--- src/rtl/pool_window_gen.sv ---
// 2x2 stride-2 window generator: raster 1-bit pixels in, 4-bit windows out, one cycle after the bottom-right pixel.
// Input stalls only while a produced window is held unconsumed (in_ready = !out_valid || out_ready).
module pool_window_gen #(
  parameter int IMG_W = 28,
  parameter int IMG_H = 28
) (
  input  logic       clk,
  input  logic       n_rst,
  input  logic       in_valid,
  output logic       in_ready,
  input  logic       in_pixel,
  input  logic       in_sof,
  output logic       out_valid,
  input  logic       out_ready,
  output logic [3:0] out_window,
  output logic       frame_done
);
  localparam int CW = $clog2(IMG_W);
  localparam int RW = $clog2(IMG_H);
  localparam logic [CW-1:0] COL_LAST = CW'(IMG_W - 1);
  localparam logic [RW-1:0] ROW_LAST = RW'(IMG_H - 1);

  logic [CW-1:0]    col, cur_col, col_prev;
  logic [RW-1:0]    row, cur_row;
  logic [IMG_W-1:0] line_buf;
  logic             bottom_left;
  logic             accept, load;

  assign in_ready = !out_valid || out_ready;
  assign accept   = in_valid && in_ready;
  // sof overrides the counters so a misaligned stream resynchronises at the next frame start
  assign cur_col  = in_sof ? '0 : col;
  assign cur_row  = in_sof ? '0 : row;
  assign col_prev = cur_col - CW'(1);
  assign load     = accept && cur_row[0] && cur_col[0];

  always_ff @(posedge clk or negedge n_rst) begin
    if (!n_rst) begin
      col         <= '0;
      row         <= '0;
      line_buf    <= '0;
      bottom_left <= 1'b0;
      out_valid   <= 1'b0;
      out_window  <= '0;
      frame_done  <= 1'b0;
    end else begin
      frame_done <= 1'b0;
      if (out_valid && out_ready)
        out_valid <= 1'b0;
      if (accept) begin
        if (cur_col == COL_LAST) begin
          col <= '0;
          row <= (cur_row == ROW_LAST) ? '0 : cur_row + RW'(1);
        end else begin
          col <= cur_col + CW'(1);
          row <= cur_row;
        end
        if (!cur_row[0])
          line_buf[cur_col] <= in_pixel;
        else if (!cur_col[0])
          bottom_left <= in_pixel;
      end
      if (load) begin
        out_window <= {in_pixel, bottom_left, line_buf[cur_col], line_buf[col_prev]};
        out_valid  <= 1'b1;
        frame_done <= (cur_row == ROW_LAST) && (cur_col == COL_LAST);
      end
    end
  end
endmodule

--- config.mk ---
export PLATFORM = sky130hd
export DESIGN_NAME = pool_window_gen
export DESIGN_NICKNAME = d
export VERILOG_FILES = /design/src/rtl/pool_window_gen.sv
export SDC_FILE = /design/constraint.sdc
export NUM_CORES = 1
export LEC_CHECK = 0
export BUFFER_PORTS_ARGS = -buffer_cell sky130_fd_sc_hd__buf_4
export CAP_MARGIN = 20
export CORE_ASPECT_RATIO = 1.75
export CORE_MARGIN = 2
export CORE_UTILIZATION = 55
export CTS_CLUSTER_DIAMETER = 40
export DETAILED_ROUTE_END_ITERATION = 6
export PLACE_DENSITY_LB_ADDON = 0.1
export SYNTH_ARGS = -nofsm -noshare
export SYNTH_HDL_FRONTEND = slang
export SYNTH_SLANG_ARGS = --single-unit
export TNS_END_PERCENT = 5
--- constraint.sdc ---
create_clock -name clk -period 3.1 [get_ports clk]
set_input_delay 0.31 -clock clk [delete_from_list [all_inputs] [get_ports clk]]
set_output_delay 0.31 -clock clk [all_outputs]
set_load 0.02 [all_outputs]
==> flow_metrics.py <==
metrics = {
    "sta": {
        "tightest_slew_ns": 0.694,
        "grt_setup_unrepaired": "false",
        "tns_ns": 0,
        "setup_viol": 0,
        "fmaxAchievable_mhz": 423,
        "hold_ws_ns": -0.00282,
        "finalMaxSlewViolations": 0,
        "min_period_ns": 2.37,
        "skew_ns": 0.00765,
        "slew_headroom": 0.537,
        "fin_crit_sh": 0.763,
        "finalHoldViolations": 1,
    },
    "synthesis": {
        "netlist_area_sq_mm": 0.00285,
        "ys_seq_area_frac": 0.395,
        "async_flop_share": 1.00,
        "ys_warn_count": 0,
        "synth_flop_cell": "dfrtp_1",
        "synth_edf_count": 0,
        "synth_cell_types": 61,
        "synthesis.nets": 310,
        "synth-seq-cells": 45,
        "postSynthCellCount": 302,
        "synth_area_per_cell_sq_um": 9.45,
    },
    "detailed_routing": {
        "firstDrtPassIters": 4,
        "routed_wl_mm": 7.21,
        "drtIter0Drc": 86,
        "avgRoutedWirePerCell_microns": 20.3,
        "ant_nets": 0,
        "vias_per_cell": 6.47,
        "vias": 2303,
        "drc": 0,
    },
    "clock_tree": {
        "numClockSinks": 45,
        "clk_pin_slew_ns": 0.09,
        "cts_tree": "built",
        "cts_max_level": 2,
        "post-cts-setup-buffers": 0,
        "cts-root-buf": "clkbuf_8",
        "clockBufferDepth": 2,
        "cts_hold_repair.buffers": 0,
        "cts_buffers": 5,
        "post_cts_resized": 0,
        "insertion_delay_ns": 0.31,
    },
    "pwr": {
        "power_mw": 1.49,
        "power.leakage_nw": 1.35,
        "peakVddDrop_uv": 451,
        "power_density_mw_per_mm2": 491,
    },
    "worst_setup_path": {
        "crit-reg2reg-capture": "line_buf[12]",
        "crit_type": "reg2reg",
        "startpoint_type": "flip-flop",
        "endpoint_kind": "flip-flop",
        "worst_ep_required_time_ns": 3.29,
        "reg2reg_depth": 7,
        "rrSetupSlack_ns": 0.73,
        "crit-reg2reg-launch": "col[1]",
        "cp_max_fo": 9,
        "crit_arrival_ns": 2.56,
    },
    "outcome": {
        "status": "complete, but fails checks",
        "failed_checks": "negative hold slack",
    },
    "global_routing": {
        "grt_usage": 0.272,
        "antenna_found_initial": 0,
        "grt_pass1_wl_mm": 11.9,
        "grt_pass1_vias": 2306,
        "grt_max_degree": 46,
        "gr-total-overflow": 0,
    },
    "floorplanning": {
        "die_h_microns": 99.3,
        "rows": 34,
        "die_w_microns": 58.4,
        "die_area_sq_mm": 0.00580,
        "core_sq_mm": 0.00498,
        "ios": 13,
        "start_util": 0.573,
    },
    "placed_design": {
        "dpl.cell_count": 348,
        "hpwlAfterDp_mm": 4.92,
        "numPortBuffers": 12,
        "gp_congestion": 0.920,
    },
    "layout": {
        "drive_gt1_frac": 0.245,
        "antennaDiodeCount": 0,
        "nets": 309,
        "fillers": 457,
        "stdcell_count": 356,
        "final_cell_mix": "dfrtp_1 (45), nor2_1 (41), mux2_2 (34)",
        "syn_to_final_growth_pct": 6.45,
        "final_common_cell": "dfrtp_1",
    },
    "hold_path": {
        "hp-class": "in2async",
    },
    "run": {
        "drv_cap": 0,
    },
}
-- synth_stat cells (all sizes together), types with 2 or more instances --
master,n,share of area
a31oi,2,0.0044
buf,11,0.022
nor4,3,0.0088
o32a,2,0.0070
dfrtp,45,0.39
or4,2,0.0053
nand3,5,0.0088
clkbuf,15,0.020
nor2,42,0.058
and2,2,0.0044
nand4,2,0.0044
nor3,5,0.011
a311o,2,0.0070
a221oi,3,0.014
xor2,2,0.0061
or2,2,0.0044
o41ai,2,0.0061
o21ai,15,0.026
nand2,28,0.037
nor2b,9,0.020
inv,5,0.0066
a211oi,4,0.011
a21oi,12,0.021
nand2b,4,0.0088
ha,2,0.0088
nand3b,2,0.0053
mux2i,11,0.039
or3,4,0.0088
mux2,37,0.15
-- cell type report --
| cell class | count | area (sq um) | area share |
|---|---|---|---|
| Sequential cell | 45 | 1130 | 0.371 |
| Inverter | 5 | 18.8 | 0.00618 |
| Clock inverter | 1 | 5.00 | 0.00165 |
| Timing Repair Buffer | 18 | 135 | 0.0445 |
| Tap cell | 54 | 67.6 | 0.0222 |
| Multi-Input combinational cell | 226 | 1590 | 0.523 |
| Clock buffer | 7 | 96.3 | 0.0317 |
-- flip-flops by register name (all words and copies together), names as in the netlist --
signal,count
line_buf,28
col,5
row,5
out_window,4
bottom_left,1
frame_done,1
out_valid,1
-- kinds of logic after synthesis --
group / synth area share
flops: 0.395
buf+inv: 0.0487
mux: 0.196
simple gates: 0.205
compound gates: 0.140
xor+xnor: 0.00614
fa+ha+maj: 0.00877
-- metrics by stage --
| step | setup WS (ns) | instance area [sq um] | util |
|---|---|---|---|
| after global placement | 0.545 | 2940 | 0.590 |
| final | 0.734 | 3040 | 0.610 |
| after detailed placement | 0.478 | 2940 | 0.590 |
| after global routing | 0.521 | 3040 | 0.610 |
| after floorplan | 0.736 | 2850 | - |
| after CTS | 0.760 | 3040 | 0.610 |
-- critical path: stages, from the launching register on --
cell and delay, ns:
dfrtp_1 0.39, and2b_1 0.18, inv_1 0.07, ha_1 0.38, inv_1 0.17, or3_1 0.56
nor2_1 0.17, mux2_2 0.34
-- how the worst max path moves through the flow --
stage / from / slack [ns] / end
finish: col[1] / 0.73 / line_buf[12]
global route: col[2] / 0.52 / out_window[0]
floorplan: col[0] / 0.74 / out_window[0]
global placement: in_sof / 0.55 / line_buf[4]
detailed placement: in_sof / 0.48 / line_buf[12]
CTS: col[1] / 0.76 / line_buf[16]
-- report_power, final --
part           leakage [nW]  total (mW)  switching (mW)  internal (mW)
sequential            0.612       0.718          0.0690          0.649
combinational         0.681       0.365           0.200          0.166
clock                0.0542       0.407           0.205          0.202
-- metal layers --
layer  share of wire  global-route usage  routed length [microns]
met4           0.041               0.140                      295
met5               0                   0                        0
met3           0.029              0.0312                      208
met1            0.41               0.337                     2970
met2            0.52               0.455                     3740
Power figures use the tool's default switching activity.
